--- config.mk ---
export PLATFORM = sky130hd
export DESIGN_NAME = alarm_clock_multi
export DESIGN_NICKNAME = d
export VERILOG_FILES = /design/src/rtl/alarm_clock_pkg.sv /design/src/rtl/alarm_slot.sv /design/src/rtl/alarm_clock_multi.sv
export SDC_FILE = /design/constraint.sdc
export NUM_CORES = 1
export LEC_CHECK = 0
export CORE_MARGIN = 2
export CORE_UTILIZATION = 40
export DETAILED_ROUTE_END_ITERATION = 16
export MAX_ROUTING_LAYER = met4
export PLACE_DENSITY_LB_ADDON = 0.1
export SYNTH_ARGS = -nofsm -noshare
export SYNTH_HDL_FRONTEND = slang
export SYNTH_HIERARCHICAL = 1
export SYNTH_SLANG_ARGS = --single-unit
--- constraint.sdc ---
create_clock -name clk -period 5.92 [get_ports clk]
set_clock_uncertainty 0.15 [all_clocks]
set_input_delay 1.184 -clock clk [delete_from_list [all_inputs] [get_ports clk]]
set_output_delay 1.184 -clock clk [all_outputs]
set_load 0.02 [all_outputs]
--- src/rtl/alarm_clock_pkg.sv ---
// Shared types and BCD helpers for the multi-slot alarm clock.
package alarm_clock_pkg;

    typedef enum logic [1:0] {
        IDLE    = 2'd0,
        RINGING = 2'd1,
        SNOOZED = 2'd2
    } slot_state_t;

    typedef struct packed {
        logic [1:0] h1;
        logic [3:0] h0;
        logic [3:0] m1;
        logic [3:0] m0;
    } bcd_time_t;

    localparam int MAX_H = 23;
    localparam int MAX_M = 59;

    function automatic logic bcd_valid(input bcd_time_t t);
        int h;
        int m;
        h = 10 * int'(t.h1) + int'(t.h0);
        m = 10 * int'(t.m1) + int'(t.m0);
        return (t.h0 <= 4'd9) && (t.m0 <= 4'd9) && (h <= MAX_H) && (m <= MAX_M);
    endfunction

    // Adds n (0..59) minutes; tens digit rebuilt by threshold compares, not division.
    function automatic bcd_time_t bcd_add_min(input bcd_time_t t, input int n);
        bcd_time_t r;
        int m;
        r = t;
        m = 10 * int'(t.m1) + int'(t.m0) + n;
        if (m > MAX_M) begin
            m = m - (MAX_M + 1);
            if (t.h1 == 2'd2 && t.h0 == 4'd3) begin
                r.h1 = 2'd0;
                r.h0 = 4'd0;
            end else if (t.h0 == 4'd9) begin
                r.h1 = t.h1 + 2'd1;
                r.h0 = 4'd0;
            end else begin
                r.h0 = t.h0 + 4'd1;
            end
        end
        r.m1 = 4'd0;
        for (int k = 1; k <= 5; k++) begin
            if (m >= 10 * k) r.m1 = 4'(k);
        end
        r.m0 = 4'(m - 10 * int'(r.m1));
        return r;
    endfunction

endpackage

--- src/rtl/alarm_slot.sv ---
// One alarm slot: stored alarm time, snooze target, ring-length counter and state.
module alarm_slot
    import alarm_clock_pkg::*;
#(
    parameter int SNOOZE_MIN = 5,
    parameter int RING_SEC   = 60
) (
    input  logic      clk,
    input  logic      reset,
    input  logic      tick,
    input  bcd_time_t next_hm,
    input  logic      next_sec_zero,
    input  bcd_time_t cur_hm,
    input  logic      al_on,
    input  logic      stop_al,
    input  logic      snooze,
    input  logic      ld,
    input  bcd_time_t ld_val,
    output logic      ringing
);

    localparam logic [1:0] ST_IDLE    = IDLE;
    localparam logic [1:0] ST_RINGING = RINGING;
    localparam logic [1:0] ST_SNOOZED = SNOOZED;

    logic [1:0] state_reg, state_next;
    bcd_time_t  al_reg, al_next;
    bcd_time_t  tgt_reg, tgt_next;
    logic [7:0] cnt_reg, cnt_next;
    logic       at_alarm, at_target;

    // tick arrives already masked when a time load happens in the same cycle
    assign at_alarm  = tick && next_sec_zero && (next_hm == al_reg);
    assign at_target = tick && next_sec_zero && (next_hm == tgt_reg);
    assign ringing   = (state_reg == ST_RINGING);

    always_comb begin
        state_next = state_reg;
        al_next    = al_reg;
        tgt_next   = tgt_reg;
        cnt_next   = cnt_reg;
        if (ld) al_next = ld_val;
        if (stop_al || !al_on) begin
            state_next = ST_IDLE;
        end else if (ld) begin
            state_next = ST_IDLE;
        end else if (state_reg == ST_RINGING && snooze) begin
            state_next = ST_SNOOZED;
            tgt_next   = bcd_add_min(cur_hm, SNOOZE_MIN);
            cnt_next   = 8'd0;
        end else begin
            case (state_reg)
                ST_IDLE: if (at_alarm) begin
                    state_next = ST_RINGING;
                    cnt_next   = 8'd0;
                end
                ST_SNOOZED: if (at_target) begin
                    state_next = ST_RINGING;
                    cnt_next   = 8'd0;
                end
                ST_RINGING: if (tick) begin
                    if (cnt_reg == 8'(RING_SEC - 1)) state_next = ST_IDLE;
                    else cnt_next = cnt_reg + 8'd1;
                end
                default: state_next = ST_IDLE;
            endcase
        end
    end

    always_ff @(posedge clk) begin
        if (reset) begin
            state_reg <= ST_IDLE;
            al_reg    <= '0;
            tgt_reg   <= '0;
            cnt_reg   <= 8'd0;
        end else begin
            state_reg <= state_next;
            al_reg    <= al_next;
            tgt_reg   <= tgt_next;
            cnt_reg   <= cnt_next;
        end
    end

endmodule

--- src/rtl/alarm_clock_multi.sv ---
// HH:MM:SS BCD clock with NUM_ALARMS independent alarm slots.
// Optional HOUR12_EN macro switches the hour display to 12 h with a pm flag.
module alarm_clock_multi
    import alarm_clock_pkg::*;
#(
    parameter int CLK_HZ     = 100000000,
    parameter int NUM_ALARMS = 4,
    parameter int SNOOZE_MIN = 5,
    parameter int RING_SEC   = 60,
    localparam int AW = (NUM_ALARMS > 1) ? $clog2(NUM_ALARMS) : 1
) (
    input  logic                  clk,
    input  logic                  reset,
    input  logic                  ld_time,
    input  logic                  ld_alarm,
    input  logic [AW-1:0]         alarm_sel,
    input  logic [1:0]            h_in1,
    input  logic [3:0]            h_in0,
    input  logic [3:0]            m_in1,
    input  logic [3:0]            m_in0,
    input  logic [NUM_ALARMS-1:0] al_on,
    input  logic                  stop_al,
    input  logic                  snooze,
    output logic [1:0]            h_out1,
    output logic [3:0]            h_out0,
    output logic [3:0]            m_out1,
    output logic [3:0]            m_out0,
    output logic [3:0]            s_out1,
    output logic [3:0]            s_out0,
    output logic                  pm,
    output logic                  tick_1s,
    output logic                  alarm,
    output logic [AW-1:0]         alarm_id,
    output logic                  ld_err
);

    localparam int PW = (CLK_HZ > 1) ? $clog2(CLK_HZ) : 1;

    logic [PW-1:0]         pre_reg;
    bcd_time_t             hm_reg, inc_hm, in_hm;
    logic [3:0]            s1_reg, s0_reg, inc_s1, inc_s0;
    logic                  tick, in_valid, ld_time_ok;
    logic                  alarm_reg, ld_err_reg;
    logic [AW-1:0]         id_reg, id_next;
    logic [NUM_ALARMS-1:0] ringing;

    assign in_hm      = {h_in1, h_in0, m_in1, m_in0};
    assign in_valid   = bcd_valid(in_hm);
    assign ld_time_ok = ld_time && in_valid;
    assign tick       = (pre_reg == PW'(CLK_HZ - 1));

    // Per-digit BCD increment of the whole time of day.
    always_comb begin
        inc_hm = hm_reg;
        inc_s1 = s1_reg;
        inc_s0 = s0_reg + 4'd1;
        if (s0_reg == 4'd9) begin
            inc_s0 = 4'd0;
            inc_s1 = s1_reg + 4'd1;
            if (s1_reg == 4'd5) begin
                inc_s1    = 4'd0;
                inc_hm.m0 = hm_reg.m0 + 4'd1;
                if (hm_reg.m0 == 4'd9) begin
                    inc_hm.m0 = 4'd0;
                    inc_hm.m1 = hm_reg.m1 + 4'd1;
                    if (hm_reg.m1 == 4'd5) begin
                        inc_hm.m1 = 4'd0;
                        if (hm_reg.h1 == 2'd2 && hm_reg.h0 == 4'd3) begin
                            inc_hm.h1 = 2'd0;
                            inc_hm.h0 = 4'd0;
                        end else if (hm_reg.h0 == 4'd9) begin
                            inc_hm.h1 = hm_reg.h1 + 2'd1;
                            inc_hm.h0 = 4'd0;
                        end else begin
                            inc_hm.h0 = hm_reg.h0 + 4'd1;
                        end
                    end
                end
            end
        end
    end

    for (genvar gi = 0; gi < NUM_ALARMS; gi++) begin : g_slot
        alarm_slot #(
            .SNOOZE_MIN(SNOOZE_MIN),
            .RING_SEC  (RING_SEC)
        ) u_slot (
            .clk          (clk),
            .reset        (reset),
            .tick         (tick && !ld_time_ok),
            .next_hm      (inc_hm),
            .next_sec_zero((inc_s1 == 4'd0) && (inc_s0 == 4'd0)),
            .cur_hm       (hm_reg),
            .al_on        (al_on[gi]),
            .stop_al      (stop_al),
            .snooze       (snooze),
            .ld           (ld_alarm && in_valid && (alarm_sel == AW'(gi))),
            .ld_val       (in_hm),
            .ringing      (ringing[gi])
        );
    end

    always_comb begin
        id_next = '0;
        for (int i = NUM_ALARMS - 1; i >= 0; i--) begin
            if (ringing[i]) id_next = AW'(i);
        end
    end

    always_ff @(posedge clk) begin
        if (reset) begin
            pre_reg    <= '0;
            hm_reg     <= '0;
            s1_reg     <= 4'd0;
            s0_reg     <= 4'd0;
            alarm_reg  <= 1'b0;
            id_reg     <= '0;
            ld_err_reg <= 1'b0;
        end else begin
            ld_err_reg <= (ld_time || ld_alarm) && !in_valid;
            alarm_reg  <= |ringing;
            id_reg     <= id_next;
            if (ld_time_ok) begin
                hm_reg  <= in_hm;
                s1_reg  <= 4'd0;
                s0_reg  <= 4'd0;
                pre_reg <= '0;
            end else if (tick) begin
                hm_reg  <= inc_hm;
                s1_reg  <= inc_s1;
                s0_reg  <= inc_s0;
                pre_reg <= '0;
            end else begin
                pre_reg <= pre_reg + 1'b1;
            end
        end
    end

`ifdef HOUR12_EN
    // 00 -> 12, 13..23 -> 01..11; storage and comparisons stay 24 h.
    always_comb begin
        h_out1 = hm_reg.h1;
        h_out0 = hm_reg.h0;
        pm     = 1'b0;
        if (hm_reg.h1 == 2'd0 && hm_reg.h0 == 4'd0) begin
            h_out1 = 2'd1;
            h_out0 = 4'd2;
        end else if (hm_reg.h1 == 2'd1 && hm_reg.h0 >= 4'd2) begin
            pm = 1'b1;
            if (hm_reg.h0 >= 4'd3) begin
                h_out1 = 2'd0;
                h_out0 = hm_reg.h0 - 4'd2;
            end
        end else if (hm_reg.h1 == 2'd2) begin
            pm = 1'b1;
            if (hm_reg.h0 <= 4'd1) begin
                h_out1 = 2'd0;
                h_out0 = hm_reg.h0 + 4'd8;
            end else begin
                h_out1 = 2'd1;
                h_out0 = hm_reg.h0 - 4'd2;
            end
        end
    end
`else
    assign h_out1 = hm_reg.h1;
    assign h_out0 = hm_reg.h0;
    assign pm     = 1'b0;
`endif

    assign m_out1   = hm_reg.m1;
    assign m_out0   = hm_reg.m0;
    assign s_out1   = s1_reg;
    assign s_out0   = s0_reg;
    assign tick_1s  = tick;
    assign alarm    = alarm_reg;
    assign alarm_id = id_reg;
    assign ld_err   = ld_err_reg;

endmodule

==> results.rst <==
.. list-table::
   :header-rows: 1

   * - Metric
     - Value
   * - Status
     - finished, final reports clean
   * - Class of the tightest hold or removal check
     - reg -> reg
   * - Placeable core region
     - 39900 um2
   * - Number of max-cap violations
     - 0
   * - Setup repair after global routing missed its margin
     - false
   * - Psw
     - 1.18 mW
   * - Wire length of the first global-routing pass
     - 74.0 mm
   * - Maximum single-stage delay on the critical path
     - approximately 0.64 ns
   * - Category of the critical setup timing path
     - reg -> reg
   * - Switching Share
     - 29.9%
   * - Average routed wire per standard cell
     - ~18 um
   * - Nets
     - 2213
   * - CTS sink cnt
     - 201
   * - Capture point of the worst reg-to-reg path
     - g_slot[1].u_slot/tgt_reg[3]$_SDFFE_PP0P_
   * - Register area
     - 4030 um2
   * - Actual transition at the worst max-transition pin
     - around 0.9 ns
   * - DR WL met2
     - around 21 mm
   * - Number of design-rule violations left by the first detailed-router iteration
     - 954
   * - Number of hold violations in the final report
     - 0
   * - Standard-cell row count
     - 73
   * - Most common library cell in the layout ignoring fill and taps
     - sky130_fd_sc_hd__nor2_1
   * - Via count of the first global-routing pass
     - 13900
   * - Hpwl dp
     - 34.9 mm
   * - Sum of negative setup slack
     - 0 ns
   * - Arrival @ worst endpoint
     - 5.80 ns
   * - Multi-input gate area
     - 11500 um2
   * - CTS tree
     - yes
   * - Number of vias after detailed routing
     - 14500
   * - Slowest library cell on the worst path
     - sky130_fd_sc_hd__dfxtp_2
   * - Die Outline Area
     - 42200 um2
   * - Proportion of synthesized chip area in sequential cells
     - 24.8%
   * - Remaining max-slew budget at the tightest pin
     - just under 40%
   * - Antenna violations before repair
     - 0
   * - Top-level I/O count
     - 54
   * - Layout overhead on the synthesized area
     - 16.0%
   * - Count of fill cells added during filler insertion
     - 3958
   * - Count of state elements after synthesis
     - about 200
   * - Overall power of the completed layout
     - 3.94 mW
   * - Async set or reset register ratio after synthesis
     - 0%
   * - Post-placement setup slack
     - -0.0318 ns
   * - Clock input transition at the sequential cells of the worst setup and hold paths
     - 0.06 ns
   * - Instance count of the mapped netlist
     - between 1500 and 2000
   * - Effective utilization at floorplan
     - 40.7%
   * - Maximum resistive drop on vdd
     - 0.000169 V
   * - Met3 WL
     - around 1.5 mm
   * - TritonCTS Buffers
     - 24
   * - Clock root buffer
     - sky130_fd_sc_hd__clkbuf_16
   * - Number of design rule violations left after detail routing
     - 0
   * - Maximum frequency from static timing analysis
     - 0.182 GHz
   * - Share of the clock period used by the worst path after layout
     - 92.9%
   * - Kind of start point of the critical path
     - register
   * - Layout cell share with drive strength beyond 1
     - between 10% and 20%
   * - GRT Residual Overflow
     - 0
   * - Ratio of total power to cell area
     - 209 nW/um2
   * - Length in cells of the worst reg-to-reg path
     - 24
   * - Overall Global Routing Usage
     - 22.4%
   * - Post-Synthesis Net Count
     - 2075
   * - Setup Buffers After CTS
     - 0
   * - P_int
     - around 2.8 mW
   * - Count of antenna diodes in the layout
     - 0
   * - Data required, critical path
     - slightly above 6 ns
   * - Critical path capture point type
     - register
   * - X dimension of the die
     - a little over 200 um
   * - Top Layer Used
     - met4
   * - Worst Setup Slack, final
     - 0.418 ns
   * - Worst-Skew Late Latency
     - 0.54 ns
   * - Number of enable flip-flop cells after synthesis
     - 0
   * - Launching element of the worst setup path
     - m_out1[1]$_SDFFE_PP0P_
   * - Critical Path Stages
     - 24
   * - Flip-flop count of the largest register, all copies and words added
     - 56
   * - Most frequent cells in the layout
     - sky130_fd_sc_hd__nor2_1, sky130_fd_sc_hd__dfxtp_1, sky130_fd_sc_hd__xnor2_1
   * - Dominant delay contributor by cell family on the critical path
     - adder cells
   * - Count of final max-slew check failures
     - 0
   * - Core Util, Final
     - 47.2%
   * - Slack of the worst reg-to-reg path
     - ~0.42 ns
   * - I/O Buffers
     - 52
   * - Die Span Y
     - 205 um
   * - Post-synthesis area per instance
     - about 8.4 um2
   * - Total wire length after detailed routing
     - ~46 mm
   * - Met1 layer wirelength in the final routing
     - about 22 mm
   * - RD Place Congestion
     - 0.857
   * - Count of buffering cells on the critical path with inverters included
     - 1
   * - Sequential Power Share
     - 35.1%
   * - H-Tree Depth
     - 1
   * - Hold Startpoint
     - g_slot[0].u_slot/tgt_reg[6]$_SDFFE_PP0P_
   * - Final-report setup violation count
     - 0
   * - Fraction of power consumed by combinational cells
     - 23.7%
   * - Predominant post-synthesis flop cell
     - sky130_fd_sc_hd__dfxtp_1
   * - Top cell by count, worst path
     - sky130_fd_sc_hd__ha_1
   * - Number of search-and-repair iterations in the first detailed-routing pass
     - 8
   * - Leakage
     - 7.18 nW
   * - Largest net degree at the start of global routing
     - a little under 80
   * - Drt via density
     - 5.51
   * - Highest fanout seen on the critical path
     - 9
   * - Synth cell types
     - 108
   * - Yosys synthesis warning count
     - 6
   * - Cell count after placement
     - between 2000 and 3000
   * - Number of antenna-violating nets in the routed design
     - 0
   * - Part of the total power dissipated in the clock network
     - between 40% and 50%
   * - Critical path cell sequence
     - ha_1 > ha_1 > fa_1 > and2b_2 > a22oi_4 > nor4_1 > a21oi_1 > o32ai_1 > o211ai_1 > inv_1 > ha_1 > nand2b_1 > a211o_2 > nand3_1 > nand2_2 > or3_1 > nand2_1 > nand2_1 > ha_1 > fa_1 > xor2_1 > nand2_1 > o32a_1 > nand3b_1
   * - Worst setup endpoint
     - g_slot[1].u_slot/tgt_reg[3]$_SDFFE_PP0P_
   * - Launch point of the worst reg-to-reg path
     - m_out1[1]$_SDFFE_PP0P_
   * - Longest Clk Path Bufs
     - 3
   * - Mapped cell area
     - 16200 um2
   * - Number of standard cells in the final layout excluding fillers
     - 2624
   * - Minimum period implied by the final worst setup slack
     - 5.50 ns
## power by group through the flow
stage / Sequential (mW) / Clock, mW / Combinational (mW)
2_1_floorplan: 1.43 / 0 / 0.626
3_3_place_gp: 1.41 / 0 / 0.923
3_5_place_dp: 1.41 / 0 / 0.926
4_1_cts: 1.38 / 1.66 / 0.932
5_1_grt: 1.38 / 1.71 / 1.03
6_report: 1.38 / 1.62 / 0.933
## worst register-to-register path, stage by stage, from the launching register on
cell and delay [ns]:
sky130_fd_sc_hd__dfxtp_2 0.64, sky130_fd_sc_hd__ha_1 0.35, sky130_fd_sc_hd__ha_1 0.21, sky130_fd_sc_hd__fa_1 0.54, sky130_fd_sc_hd__and2b_2 0.25, sky130_fd_sc_hd__a22oi_4 0.18
sky130_fd_sc_hd__nor4_1 0.09, sky130_fd_sc_hd__a21oi_1 0.18, sky130_fd_sc_hd__o32ai_1 0.11, sky130_fd_sc_hd__o211ai_1 0.17, sky130_fd_sc_hd__inv_1 0.08, sky130_fd_sc_hd__ha_1 0.28
sky130_fd_sc_hd__nand2b_1 0.06, sky130_fd_sc_hd__a211o_2 0.26, sky130_fd_sc_hd__nand3_1 0.12, sky130_fd_sc_hd__nand2_2 0.09, sky130_fd_sc_hd__or3_1 0.40, sky130_fd_sc_hd__nand2_1 0.11
sky130_fd_sc_hd__nand2_1 0.06, sky130_fd_sc_hd__ha_1 0.19, sky130_fd_sc_hd__fa_1 0.38, sky130_fd_sc_hd__xor2_1 0.21, sky130_fd_sc_hd__nand2_1 0.10, sky130_fd_sc_hd__o32a_1 0.18
sky130_fd_sc_hd__nand3b_1 0.08
## area by class of cell
class | count | share of cell area [%]
clock inverters | 9 | 0.864
inverters | 58 | 1.16
flip-flops and latches | 201 | 21.4
repair buffers | 183 | 8.11
well taps | 525 | 3.49
multi-input cells | 1614 | 61.2
clock buffers | 34 | 3.81
## cell families (layout without fill, tap and decap cells)
family,Yosys count,in the layout,share of synthesized area (%)
adder cells (fa/ha/maj),105,105,8.79
other,5,5,0.116
flip-flops,201,201,24.8
AND/OR/NAND/NOR,763,763,24.8
multiplexers,72,72,4.60
XOR/XNOR,231,231,12.8
AO/OA/AOI/OAI,438,438,19.8
buffers and inverters,129,284,4.37
## Yosys cell counts, types with 11 or more instances
cell	n	share of area (%)
sky130_fd_sc_hd__nor2_1	262	6.1
sky130_fd_sc_hd__dfxtp_1	201	25
sky130_fd_sc_hd__xnor2_1	131	7.1
sky130_fd_sc_hd__nand2_1	128	3.0
sky130_fd_sc_hd__a21oi_1	103	3.2
sky130_fd_sc_hd__xor2_1	94	5.1
sky130_fd_sc_hd__ha_1	90	6.9
sky130_fd_sc_hd__o21ai_0	77	2.4
sky130_fd_sc_hd__mux2i_1	63	3.9
sky130_fd_sc_hd__nand3_1	63	1.9
sky130_fd_sc_hd__inv_1	58	1.3
sky130_fd_sc_hd__nand4_1	43	1.7
sky130_fd_sc_hd__a211oi_1	38	1.8
sky130_fd_sc_hd__nor3_1	38	1.2
sky130_fd_sc_hd__clkbuf_1	35	0.81
sky130_fd_sc_hd__o211ai_1	29	1.3
sky130_fd_sc_hd__and3_1	22	0.85
sky130_fd_sc_hd__or3_1	22	0.85
sky130_fd_sc_hd__a31oi_1	21	0.81
sky130_fd_sc_hd__nor4_1	21	0.81
sky130_fd_sc_hd__nor2b_1	19	0.73
sky130_fd_sc_hd__fa_1	15	1.8
sky130_fd_sc_hd__or4_1	14	0.65
sky130_fd_sc_hd__a22oi_1	13	0.60
sky130_fd_sc_hd__buf_6	13	0.90
sky130_fd_sc_hd__nand2b_1	12	0.46
sky130_fd_sc_hd__o22ai_1	12	0.46
sky130_fd_sc_hd__a21o_1	11	0.51
## through the flow
stage / cell area (um2) / hold slack [ns]
after floorplan: 16200 / 0.280
after global placement: 17900 / 0.296
after detailed placement: 17900 / 0.301
after CTS: 18800 / 0.315
after global routing: 18800 / 0.335
final: 18800 / 0.312
## metal layers
metal / vias up / track usage, %
li1: 7322 / -
met1: 6830 / 29.9
met2: 241 / 36.8
met3: 57 / 2.04
met4: 0 / 5.01
met5: - / -
## timing repair
item / CTS / global route
endpoints found under the setup margin: 0 / 5
resized for setup: 0 / 2
hold buffers: 0 / 0
endpoints found under the hold margin: 0 / 0
## worst min path at each step
stage / depth (start not counted) / endpoint
after global routing: 2 / g_slot[0].u_slot/tgt_reg[6]$_SDFFE_PP0P_
after CTS: 1 / pre_reg[0]$_SDFF_PP0_
after global placement: 1 / pre_reg[0]$_SDFF_PP0_
final: 2 / g_slot[0].u_slot/tgt_reg[6]$_SDFFE_PP0P_
after detailed placement: 1 / pre_reg[0]$_SDFF_PP0_
after floorplan: 1 / pre_reg[0]$_SDFF_PP0_
(Power assumes the default switching activity.)
